[src/rtl/rf_write_arbiter.sv]
// +--------------------------------------------------------------------------+
// | rf_write_arbiter: merges ALU and queued MDU writebacks onto one regfile   |
// | write port and exports a pending-write mask.  Rev 1.0                     |
// +--------------------------------------------------------------------------+
`default_nettype none

module rf_write_arbiter #(
  parameter int DWIDTH     = 32,
  parameter int FIFO_DEPTH = 2
) (
  input  logic              clk,
  input  logic              rst,
  input  logic              alu_valid,
  input  logic [4:0]        alu_addr,
  input  logic [DWIDTH-1:0] alu_data,
  input  logic              mdu_valid,
  output logic              mdu_ready,
  input  logic [4:0]        mdu_addr,
  input  logic [DWIDTH-1:0] mdu_data,
  output logic              wr,
  output logic [4:0]        wraddr,
  output logic [DWIDTH-1:0] din,
  output logic [31:0]       pending
);

  localparam int              c_pw   = $clog2(FIFO_DEPTH);
  localparam int              c_cw   = c_pw + 1;
  localparam logic [c_cw-1:0] c_full = c_cw'(FIFO_DEPTH);

  logic [4:0]        addr_q [FIFO_DEPTH];
  logic [4:0]        addr_d [FIFO_DEPTH];
  logic [DWIDTH-1:0] data_q [FIFO_DEPTH];
  logic [DWIDTH-1:0] data_d [FIFO_DEPTH];
  logic [FIFO_DEPTH-1:0] live_q, live_d;
  logic [c_pw-1:0]   wptr_q, wptr_d, rptr_q, rptr_d;
  logic [c_cw-1:0]   count_q, count_d;
  logic              wr_q, wr_d;
  logic [4:0]        wraddr_q, wraddr_d;
  logic [DWIDTH-1:0] din_q, din_d;
  logic [31:0]       pending_q, pending_d;

  logic w_alu_issue;
  logic w_push;
  logic w_enq;
  logic w_pop;

  assign mdu_ready   = (count_q != c_full);
  assign w_alu_issue = alu_valid && (alu_addr != 5'd0);
  assign w_push      = mdu_valid && mdu_ready;
  // r0 handshakes are accepted but never occupy a slot.
  assign w_enq       = w_push && (mdu_addr != 5'd0);
  assign w_pop       = !w_alu_issue && (count_q != '0);

  always_comb begin
    addr_d    = addr_q;
    data_d    = data_q;
    live_d    = live_q;
    wptr_d    = wptr_q;
    rptr_d    = rptr_q;
    count_d   = count_q;
    wr_d      = 1'b0;
    wraddr_d  = wraddr_q;
    din_d     = din_q;
    pending_d = '0;

    if (w_alu_issue) begin
      wr_d     = 1'b1;
      wraddr_d = alu_addr;
      din_d    = alu_data;
      // Squash older queued writes to the same register; a same-cycle push is
      // applied afterwards so it stays live as the younger write.
      for (int i = 0; i < FIFO_DEPTH; i++) begin
        if (live_q[i] && (addr_q[i] == alu_addr)) begin
          live_d[i] = 1'b0;
        end
      end
    end else if (w_pop) begin
      wr_d = live_q[rptr_q];
      if (live_q[rptr_q]) begin
        wraddr_d = addr_q[rptr_q];
        din_d    = data_q[rptr_q];
      end
      live_d[rptr_q] = 1'b0;
      rptr_d         = rptr_q + c_pw'(1);
    end

    if (w_enq) begin
      addr_d[wptr_q] = mdu_addr;
      data_d[wptr_q] = mdu_data;
      live_d[wptr_q] = 1'b1;
      wptr_d         = wptr_q + c_pw'(1);
    end

    case ({w_enq, w_pop})
      2'b10:   count_d = count_q + c_cw'(1);
      2'b01:   count_d = count_q - c_cw'(1);
      default: count_d = count_q;
    endcase

    for (int i = 0; i < FIFO_DEPTH; i++) begin
      if (live_d[i]) begin
        pending_d = pending_d | (32'(1) << addr_d[i]);
      end
    end
    pending_d[0] = 1'b0;
  end

  always_ff @(posedge clk) begin
    if (rst) begin
      for (int i = 0; i < FIFO_DEPTH; i++) begin
        addr_q[i] <= '0;
        data_q[i] <= '0;
      end
      live_q    <= '0;
      wptr_q    <= '0;
      rptr_q    <= '0;
      count_q   <= '0;
      wr_q      <= 1'b0;
      wraddr_q  <= '0;
      din_q     <= '0;
      pending_q <= '0;
    end else begin
      addr_q    <= addr_d;
      data_q    <= data_d;
      live_q    <= live_d;
      wptr_q    <= wptr_d;
      rptr_q    <= rptr_d;
      count_q   <= count_d;
      wr_q      <= wr_d;
      wraddr_q  <= wraddr_d;
      din_q     <= din_d;
      pending_q <= pending_d;
    end
  end

  assign wr      = wr_q;
  assign wraddr  = wraddr_q;
  assign din     = din_q;
  assign pending = pending_q;

endmodule

`default_nettype wire

[config.mk]
export PLATFORM = sky130hd
export DESIGN_NAME = rf_write_arbiter
export DESIGN_NICKNAME = d
export VERILOG_FILES = /design/src/rtl/rf_write_arbiter.sv
export SDC_FILE = /design/constraint.sdc
export NUM_CORES = 1
export LEC_CHECK = 0
export ABC_CLOCK_PERIOD_IN_PS = 2700
export CAP_MARGIN = 15
export CORE_MARGIN = 2
export CORE_UTILIZATION = 50
export DETAILED_ROUTE_END_ITERATION = 16
export PLACE_DENSITY = 0.8
export SLEW_MARGIN = 30
export SYNTH_ARGS = -nofsm -noshare
export SYNTH_HDL_FRONTEND = slang
export SYNTH_SLANG_ARGS = --single-unit
[constraint.sdc]
create_clock -name clk -period 2.7 [get_ports clk]
set_input_delay 0.405 -clock clk [delete_from_list [all_inputs] [get_ports clk]]
set_output_delay 0.405 -clock clk [all_outputs]
set_load 0.05 [all_outputs]
==> flow_summary.json, run 1 <==
{
  "cts_made_buffers": 17,
  "setup_violations": 0,
  "ys_ff_latch": 149,
  "rsz0062_at_grt": "false",
  "drive_gt1_share_pct": 8.172,
  "core-area_um2": 12110,
  "crit_chain": "nor2b_2, inv_1, clkdlybuf4s50_1",
  "worst_clock_skew_ns": 0.006126,
  "cts_tree": "built",
  "synth_edf_count": 0,
  "postSynthCellCount": 775,
  "clk_latency_ns": 0.42,
  "p_per_area_nw_per_um2": 791.1,
  "crit_slowest_cell": "clkdlybuf4s50_1",
  "maxCapViolations": 0,
  "critical-path-top-delay-family": "buffers and inverters",
  "status": "complete, no violations",
  "post-place-cells": 1067,
  "synth.distinct_cells": 50,
  "nets": 997,
  "max_freq_ghz": 0.4228,
  "drc": 0,
  "fin_area_um2": 8582,
  "io_pins": 149,
  "cts_resized": 0,
  "wl_per_cell_um": 16.53,
  "worstPathRequired_ns": 2.30,
  "grt_pass1_wl_um": 29470,
  "dpl-instance-area_um2": 7984,
  "pwr-share-comb_pct": 27.5,
  "dieHeight_um": 115.9,
  "finalPower_w": 0.006789,
  "ant_nets": 0,
  "final_cell_count_no_fill": 1099,
  "slew_violations": 0,
  "slew_headroom_pct": 45.48,
  "p_leak_nw": 2.986,
  "crit_type": "reg -> out",
  "r2r_start": "count_q[1]$_SDFFE_PP0P_",
  "routabilityCongestion": 0.9622,
  "ys_warn_count": 0,
  "synthArstFlopShare_pct": 0,
  "clockRootBuffer": "clkbuf_16",
  "vias": 6112,
  "p_int_w": 0.004595,
  "cts_htree_levels": 4,
  "viasPerCell": 5.561,
  "cp_num_buf_inv": 2,
  "drtIter0Drc": 412,
  "first_pass_iters": 5,
  "grt_max_degree": 71,
  "hold_viol_final": 0,
  "seqPwrFrac_pct": 37.8,
  "setup.worst_path.start_class": "flip-flop",
  "p_sw_share_pct": 32.32,
  "worst_pin_slew_ns": 0.8141,
  "slowest_delay_ns": 0.72,
  "antenna_found_initial": 1,
  "cp.depth": 3,
  "regToRegSetupSlack_ns": 0.49,
  "die_x_um": 115.9,
  "p_sw_w": 0.002194,
  "hold_depth": 2,
  "setup_tns_ns": 0,
  "cts_setup_buffers": 0,
  "first_global_vias": 6031,
  "p_clk_share_pct": 34.7,
  "r2r_cells": 7,
  "holdPathEnd": "din[22]$_SDFFE_PP0P_",
  "hold_path_class": "in -> reg",
  "end_kind": "output port",
  "netlist_area_um2": 6259,
  "overflow": 0,
  "wl_um": 18170,
  "hpwl_um": 12850,
  "synthFlopType": "dfxtp_1",
  "ys_seq_area_share_pct": 47.66,
  "clock-sinks": 149,
  "path_clk_slew_ns": 0.06,
  "min_from": "rst",
  "synth_nets": 854,
  "fin_crit_sh_pct": 87.60,
  "fin_crit_ns": 2.365,
  "initial_utilization_pct": 51.67,
  "critPathMaxFanout": 5,
  "hold_buffers": 0,
  "crit_start": "count_q[1]$_SDFFE_PP0P_",
  "critPathArrivalTime_ns": 1.96,
  "peakVddDrop_mv": 0.5517,
  "rr_endpoint": "pending[17]$_SDFF_PP0_",
  "cts_buffer_depth": 2,
  "syn_area_per_cell_um2": 8.075,
  "portBuffers": 147,
  "dieArea_um2": 13430,
  "grtUsageTotal_pct": 28.00,
  "areaGrowthSynthToFinish_pct": 37.13,
  "rows": 40
}
[power groups by stage]
stage | combinational (W) | clock (W) | sequential, W
6_report | 0.00186 | 0.00236 | 0.00257
4_1_cts | 0.00186 | 0.00238 | 0.00257
5_1_grt | 0.00203 | 0.00249 | 0.00259
3_5_place_dp | 0.00185 | 0 | 0.00261
3_3_place_gp | 0.00181 | 0 | 0.00260
2_1_floorplan | 0.00101 | 0 | 0.00281
[placed cells by master (no fill, tap or decap), types with 5 or more instances in the layout]
cell,n
nor3_1,5
a211oi_1,37
nor2_1,91
inv_1,8
clkdlybuf4s50_1,146
dfxtp_1,148
o21ai_0,9
o22ai_1,31
clkbuf_16,17
xor2_1,9
clkbuf_8,5
a21oi_1,113
mux2i_1,38
nand2b_1,6
nand2_1,157
buf_4,34
nand3_1,15
[logic make-up after synthesis]
group / count (synthesis) / synth area share, %
buf+inv: 64 / 4.018
xor+xnor: 13 / 1.819
simple gates: 291 / 18.81
fa+ha+maj: 1 / 0.1999
mux: 38 / 6.077
other cells: 1 / 0.05992
flops: 149 / 47.66
compound gates: 218 / 21.35
[per-stage QoR]
stage / util (%) / hold WS, ns / setup slack (ns)
4_1_cts: 70.84 / 0.4428 / 0.3186
5_1_grt: 70.84 / 0.4616 / 0.2487
3_3_place_gp: 65.92 / 0.4406 / 0.1149
2_1_floorplan: - / 0.4357 / 0.6882
3_5_place_dp: 65.92 / 0.4460 / 0.07626
6_report: 70.86 / 0.4509 / 0.3349
[cell usage after synthesis (all sizes together) (5+ instances only)]
cell,number,area (um^2)
dfxtp,149,2983
a211oi,37,277.8
buf,16,71.31
nand2b,6,37.54
clkbuf,40,150.1
xor2,9,78.83
nand2,157,589.3
nor2,94,352.8
mux2i,38,380.4
a21oi,113,565.5
nor3,5,25.02
nand3,15,75.07
o22ai,31,193.9
nor2b,5,33.78
inv,8,30.03
o21ai,11,58.80
[layer usage]
| metal | global-route usage (%) | up-vias | routed length [um] |
|---|---|---|---|
| li1 | - | 2971 | - |
| met1 | 35.53 | 2864 | 7762 |
| met2 | 45.73 | 247 | 8618 |
| met4 | 10.87 | 0 | 357 |
| met5 | 0 | - | 0 |
| met3 | 7.427 | 30 | 1428 |
[worst max path at each step]
stage	end	slack, ns
after floorplan	pending[5]$_SDFF_PP0_	0.69
after global placement	pending[28]$_SDFF_PP0_	0.11
after detailed placement	pending[28]$_SDFF_PP0_	0.08
after CTS	mdu_ready	0.32
after global routing	mdu_ready	0.25
final	mdu_ready	0.33
[layout make-up]
type | instances | area, um^2
Fill cell | 1007 | 3530
Clock buffer | 24 | 501.7
Inverter | 8 | 30.03
Tap cell | 168 | 210.2
Sequential cell | 149 | 2984
Multi-Input combinational cell | 562 | 3043
Antenna cell | 1 | 2.502
Clock inverter | 7 | 93.84
Timing Repair Buffer | 180 | 1717
[flip-flops by register name, indices dropped and copies added (netlist names)]
name	flops
addr_q	10
count_q	2
data_q	64
din	32
live_q	2
pending	31
rptr_q	1
wptr_q	1
wr	1
wraddr	5
Power figures use the tool's default switching activity.
==> run 2: changes to the inputs <==
SLEW_MARGIN = 5   (was 30)
==> results of run 2 <==
Final layout, timing and power as in run 1 (identical DEF).
